==> config.mk <==
export PLATFORM = sky130hd
export DESIGN_NAME = typec_tx_pkt
export DESIGN_NICKNAME = d
export VERILOG_FILES = /design/src/rtl/typec_tx_pkt.sv
export SDC_FILE = /design/constraint.sdc
export NUM_CORES = 1
export LEC_CHECK = 0
export ABC_AREA = 1
export CAP_MARGIN = 20
export CORE_MARGIN = 2
export CORE_UTILIZATION = 51
export DETAILED_ROUTE_END_ITERATION = 12
export GPL_TIMING_DRIVEN = 0
export HOLD_SLACK_MARGIN = 0.02
export MAX_ROUTING_LAYER = met4
export PLACE_DENSITY_LB_ADDON = 0.12
export SYNTH_ARGS = -nofsm -noshare
export SYNTH_HDL_FRONTEND = slang
export SYNTH_SLANG_ARGS = --single-unit
==> constraint.sdc <==
create_clock -name clk -period 4.7 [get_ports clk]
set_input_delay 0.705 -clock clk [delete_from_list [all_inputs] [get_ports clk]]
set_output_delay 0.705 -clock clk [all_outputs]
set_load 0.005 [all_outputs]
==> src/rtl/typec_tx_pkt.sv <==
// TYPEC packet transmitter: serialises one handshake, status or data packet per
// fs/fd request onto a byte link, generating CRC5/CRC16 internally.
module typec_tx_pkt #(
  parameter int ADDR_W   = 12,
  parameter int LEN_W    = 12,
  parameter int RAM_LAT  = 2,
  parameter int SYNC_NUM = 1
) (
  input  logic              clk,
  input  logic              rst_n,
  input  logic              fs_i,
  output logic              fd_o,
  input  logic              abort_i,
  input  logic [3:0]        btype_i,
  input  logic [ADDR_W-1:0] ram_addr_init_i,
  input  logic [LEN_W-1:0]  data_len_i,
  input  logic [3:0]        didx_i,
  input  logic [7:0]        type_i,
  input  logic [7:0]        temp_i,
  input  logic [7:0]        head_i,
  output logic [ADDR_W-1:0] ram_rxa_o,
  input  logic [7:0]        ram_rxd_i,
  output logic [7:0]        com_txd_o,
  output logic              com_txv_o
);

  localparam logic [3:0] BT_ACK   = 4'h1;
  localparam logic [3:0] BT_NAK   = 4'h2;
  localparam logic [3:0] BT_STALL = 4'h3;
  localparam logic [3:0] BT_DLINK = 4'h8;
  localparam logic [3:0] BT_DTYPE = 4'h9;
  localparam logic [3:0] BT_DTEMP = 4'hA;
  localparam logic [3:0] BT_DATA0 = 4'hD;
  localparam logic [3:0] BT_DATA1 = 4'hE;

  typedef enum logic [3:0] {
    S_IDLE, S_WAIT, S_SYNC, S_PID, S_LEN0, S_LEN1, S_STAT0, S_STAT1,
    S_CRC5, S_HEAD0, S_HEAD1, S_DATA, S_CRC16H, S_CRC16L, S_DONE
  } state_t;

  typedef struct packed {
    logic [3:0]       btype;
    logic [LEN_W-1:0] len;
    logic [3:0]       didx;
    logic [7:0]       typ;
    logic [7:0]       temp;
    logic [7:0]       head;
  } req_t;

  state_t            state_q, state_d;
  req_t              req_q, req_d;
  logic [LEN_W-1:0]  cnt_q, cnt_d, cnt_inc;
  logic [ADDR_W-1:0] rxa_q, rxa_d;
  logic [4:0]        crc5_q, crc5_d;
  logic [15:0]       crc16_q, crc16_d;
  logic [7:0]        txd_q, byte_d;
  logic              txv_q, vld_d;
  logic [15:0]       len16;
  logic              is_stat, is_data, crc_en, fetch;

  function automatic logic [4:0] crc5_upd(input logic [4:0] crc, input logic [7:0] d);
    logic [4:0] c;
    c = crc;
    for (int i = 7; i >= 0; i--) begin
      if (c[4] ^ d[i]) c = {c[3:0], 1'b0} ^ 5'h05;
      else             c = {c[3:0], 1'b0};
    end
    return c;
  endfunction

  function automatic logic [15:0] crc16_upd(input logic [15:0] crc, input logic [7:0] d);
    logic [15:0] c;
    c = crc;
    for (int i = 7; i >= 0; i--) begin
      if (c[15] ^ d[i]) c = {c[14:0], 1'b0} ^ 16'h8005;
      else              c = {c[14:0], 1'b0};
    end
    return c;
  endfunction

  assign cnt_inc = cnt_q + 1'b1;
  assign is_stat = req_q.btype inside {BT_DLINK, BT_DTYPE, BT_DTEMP};
  assign is_data = req_q.btype inside {BT_DATA0, BT_DATA1};
  assign len16   = 16'(req_q.len) + 16'd2;

  // Payload address k must lead DATA cycle k by RAM_LAT, so the address walk
  // begins RAM_LAT states ahead of the first DATA state.
  assign fetch = is_data && ((state_q == S_DATA) || (state_q == S_HEAD1) ||
                             (state_q == S_HEAD0 && RAM_LAT >= 2) ||
                             (state_q == S_LEN1  && RAM_LAT >= 3) ||
                             (state_q == S_LEN0  && RAM_LAT >= 4));

  // NOTE: every always_comb output gets a default first so no path infers a latch.
  always_comb begin
    state_d = state_q;
    req_d   = req_q;
    cnt_d   = cnt_q;
    rxa_d   = rxa_q;
    crc5_d  = crc5_q;
    crc16_d = crc16_q;
    byte_d  = 8'h00;
    vld_d   = 1'b0;
    crc_en  = 1'b0;
    case (state_q)
      S_IDLE: state_d = S_WAIT;
      S_WAIT: begin
        if (fs_i) begin
          state_d     = S_SYNC;
          cnt_d       = '0;
          rxa_d       = ram_addr_init_i;
          req_d.btype = btype_i;
          req_d.len   = data_len_i;
          req_d.didx  = didx_i;
          req_d.typ   = type_i;
          req_d.temp  = temp_i;
          req_d.head  = head_i;
        end
      end
      S_SYNC: begin
        byte_d = 8'h0F;
        vld_d  = 1'b1;
        cnt_d  = cnt_inc;
        if (cnt_q == LEN_W'(SYNC_NUM - 1)) state_d = S_PID;
      end
      S_PID: begin
        crc5_d  = 5'h1F;
        crc16_d = 16'hFFFF;
        vld_d   = 1'b1;
        state_d = (is_stat || is_data) ? S_LEN0 : S_DONE;
        case (req_q.btype)
          BT_ACK:                       byte_d = 8'h2D;
          BT_NAK:                       byte_d = 8'hA5;
          BT_STALL:                     byte_d = 8'hE1;
          BT_DLINK, BT_DTYPE, BT_DTEMP: byte_d = 8'hD2;
          BT_DATA0:                     byte_d = 8'h96;
          BT_DATA1:                     byte_d = 8'h5A;
          default:                      vld_d  = 1'b0;
        endcase
      end
      S_LEN0: begin
        byte_d  = is_stat ? 8'h00 : len16[15:8];
        vld_d   = 1'b1;
        state_d = S_LEN1;
      end
      S_LEN1: begin
        byte_d  = is_stat ? 8'h02 : len16[7:0];
        vld_d   = 1'b1;
        state_d = is_stat ? S_STAT0 : S_HEAD0;
      end
      S_STAT0: begin
        crc_en  = 1'b1;
        vld_d   = 1'b1;
        state_d = S_STAT1;
        case (req_q.btype)
          BT_DLINK: byte_d = 8'hD1;
          BT_DTYPE: byte_d = {4'h1, req_q.didx};
          default:  byte_d = {4'h9, req_q.didx};
        endcase
      end
      S_STAT1: begin
        crc_en  = 1'b1;
        vld_d   = 1'b1;
        state_d = S_CRC5;
        case (req_q.btype)
          BT_DLINK: byte_d = 8'h23;
          BT_DTYPE: byte_d = req_q.typ;
          default:  byte_d = req_q.temp;
        endcase
      end
      S_CRC5: begin
        byte_d  = {3'b000, crc5_q};
        vld_d   = 1'b1;
        state_d = S_DONE;
      end
      S_HEAD0: begin
        crc_en  = 1'b1;
        vld_d   = 1'b1;
        byte_d  = {4'h3, req_q.didx};
        state_d = S_HEAD1;
      end
      S_HEAD1: begin
        crc_en  = 1'b1;
        vld_d   = 1'b1;
        byte_d  = req_q.head;
        cnt_d   = '0;
        state_d = (req_q.len == '0) ? S_CRC16H : S_DATA;
      end
      S_DATA: begin
        crc_en = 1'b1;
        vld_d  = 1'b1;
        byte_d = ram_rxd_i;
        cnt_d  = cnt_inc;
        if (cnt_inc == req_q.len) state_d = S_CRC16H;
      end
      S_CRC16H: begin
        byte_d  = crc16_q[15:8];
        vld_d   = 1'b1;
        state_d = S_CRC16L;
      end
      S_CRC16L: begin
        byte_d  = crc16_q[7:0];
        vld_d   = 1'b1;
        state_d = S_DONE;
      end
      S_DONE:  if (!fs_i) state_d = S_WAIT;
      default: state_d = S_IDLE;
    endcase

    if (crc_en) begin
      crc5_d  = crc5_upd(crc5_q, byte_d);
      crc16_d = crc16_upd(crc16_q, byte_d);
    end
    if (fetch) rxa_d = rxa_q + 1'b1;
    if (abort_i && state_q != S_IDLE && state_q != S_WAIT) begin
      state_d = S_WAIT;
      vld_d   = 1'b0;
    end
  end

  // NOTE: state registers use non-blocking assignments so all flops update together.
  always_ff @(posedge clk or negedge rst_n) begin
    if (!rst_n) begin
      state_q <= S_IDLE;
      req_q   <= '0;
      cnt_q   <= '0;
      rxa_q   <= '0;
      crc5_q  <= 5'h1F;
      crc16_q <= 16'hFFFF;
      txd_q   <= 8'h00;
      txv_q   <= 1'b0;
    end else begin
      state_q <= state_d;
      req_q   <= req_d;
      cnt_q   <= cnt_d;
      rxa_q   <= rxa_d;
      crc5_q  <= crc5_d;
      crc16_q <= crc16_d;
      txd_q   <= byte_d;
      txv_q   <= vld_d;
    end
  end

  assign fd_o      = (state_q == S_DONE);
  assign ram_rxa_o = rxa_q;
  assign com_txd_o = txd_q;
  assign com_txv_o = txv_q;

endmodule
==> metrics <==
status=complete, no violations; Area after DPL=0.00752 mm2; P per Cell Area=780 mW/mm2; HP Class=input port to asynchronous set/reset pin; Sink Count=102; Tightest Pin Transition=833 ps; Layout area overhead=22.6%; GP Congestion=0.997; Core Box Area=0.0121 mm2; Reg clk slew, reported paths=70 ps; clk_lat worst skew=360 ps; gr usage total=0.283; DP HPWL=13.4 mm; wire per inst=15.3 um; post-CTS sizing=0; final slew viol count=0; Post-CTS Setup Repair Bufs=0; ant diodes=0; largest net degree at the start of global routing=67; CTS Buffer Depth=2; Tot Pwr=6.12 mW; die area=0.0135 mm2; Post-CTS Hold Buffers=0; Internal Pwr Total=3.15 mW; Avg Cell Area, Syn=7.56 um2; Hold WS=312 ps; I/O pin total=90; fmax=283 MHz; vias in the first global route=5,640; share of cells above drive strength 1=0.116; clock root cell=clkbuf_16; cells after synthesis=846; Sw Share=0.485; CTS tree=yes; number of flops mapped to enable cells by yosys=0; Worst Setup End Kind=flop; initial core utilization=0.528; DR vias/cell=5.37; yosys warns=0; sequential area share after synthesis=0.403; Final nets=1,023; CP Class=flop to flop; unrepaired setup endpoints after global routing=false; first-pass GRT wire length=28.4 mm; Tmin final=3540 ps; initial antenna violation count=0; sequential share of power=0.275; PortBufs=89; NetSw=2.96 mW; Arr. time, crit path=3830 ps; Synth cell types=52; leak pwr=3.75 nW; total CTS buffers=9; dpl cells=1,104; total number of vias=6,015; Rel. slew slack=0.440; DRT Pass-1 Iters=5; mapped cell area=0.00640 mm2; GR Overflow Total=0; post-route cell area=0.00784 mm2; htree depth=3; Die Y=116 um; Final ANT Viol Nets=0; final WL=17.2 mm; Fin. Hold Viols=0; asr flop ratio synth=1.00; Die X=116 um; most frequent cells in the layout=224 x nand2_1, 107 x inv_1, 88 x clkdlybuf4s50_1, 81 x dfrtp_1, 60 x nand3_1; worst vdd ir=0.406 mV; Layout Skew=11.5 ps; DR iter-0 viols=373; DRC=0; syn_nets=922; CP max FO=10; Comb pwr share=0.595; most common cell after layout, fill and taps aside=nand2_1; clock power share=0.129; post-synthesis register bit count=102; max_cap viols=0; Layout Cells excl Fill=1,120; final setup violation count=0; crit path launch type=flop; final period utilization=0.753; row count=40; critical path required time=4990 ps; ys flop type=dfrtp_1
-- power groups by stage --
stage	registers [mW]	logic, mW	clock network [mW]
floorplan	1.60	2.72	0
global placement	1.68	3.52	0
detailed placement	1.69	3.58	0
CTS	1.68	3.61	0.797
global route	1.73	4.09	0.834
finish	1.68	3.64	0.790
-- worst paths after layout --
kind | from | endpoint | slack, ps | cells after the start
worst max-delay path | state_q[2] | crc16_q[9] | 1160 | 11
worst min-delay path | rst_n | cnt_q[4] | 310 | 1
worst max register to register | state_q[2] | crc16_q[9] | 1160 | 11
worst min register to register | req_q[16] | req_q[16] | 470 | 2
max in group asynchronous | rst_n | crc5_q[0] | 3660 | 2
min in group clk | req_q[16] | req_q[16] | 470 | 2
-- layout make-up --
class	instances	area [um2]
clock buffer	11	253
fill	1104	4270
inverter	124	465
timing repair buffer	90	916
tap	168	210
sequential	102	2580
multi-input combinational	602	3270
clock inverter	5	63.8
buffer	18	80.1
-- per-stage QoR --
step           worst slack, ps  utilization  setup TNS [ps]
2_1_floorplan             2200            -               0
3_3_place_gp              -897        0.619          -72060
3_5_place_dp              1270        0.621               0
4_1_cts                   1220        0.647               0
5_1_grt                    886        0.647               0
6_report                  1160        0.647               0
-- synth_stat cells (14+ instances only) --
library cell  instances  area, um2
nand3_1              60        300
nand2_1             224        841
nor2_1               55        206
inv_1               107        402
dfrtp_1              81       2030
o21ai_0              48        240
dfstp_2              21        552
xor2_1               37        324
nand2_2              16        100
o22ai_1              19        119
nand3_2              15        150
inv_2                14       52.6
a21oi_1              17       85.1
-- per-layer routing --
layer	global-route usage	vias up	wire length, um
li1	-	2962	-
met1	0.396	2786	7970
met2	0.410	234	7580
met3	0.0612	33	1200
met4	0.0937	0	429
met5	-	-	0
-- flip-flops by register name, summed over array words and instances (netlist names) --
register   flops
com_txd_o      8
crc16_q       16
ram_rxa_o     12
cnt_q         12
req_q         44
com_txv_o      1
crc5_q         5
state_q        4
-- worst max-delay path: stages (launching register included) --
cell      delay, ps
dfrtp_1         400
inv_1            90
ha_1            270
nand3_1         260
nand3_1         150
nor3_1          670
inv_2           230
nor2_1          640
inv_2           170
clkbuf_1        290
o22ai_1         230
inv_1            60
-- logic make-up (layout without fill, tap and decap cells) --
logic type | Yosys count | count (layout) | synth area share
compound gates | 128 | 128 | 0.123
xor+xnor | 46 | 46 | 0.0642
fa+ha+maj | 8 | 8 | 0.0157
buf+inv | 142 | 248 | 0.0853
flops | 102 | 102 | 0.403
simple gates | 420 | 420 | 0.309
(Power assumes the default switching activity.)
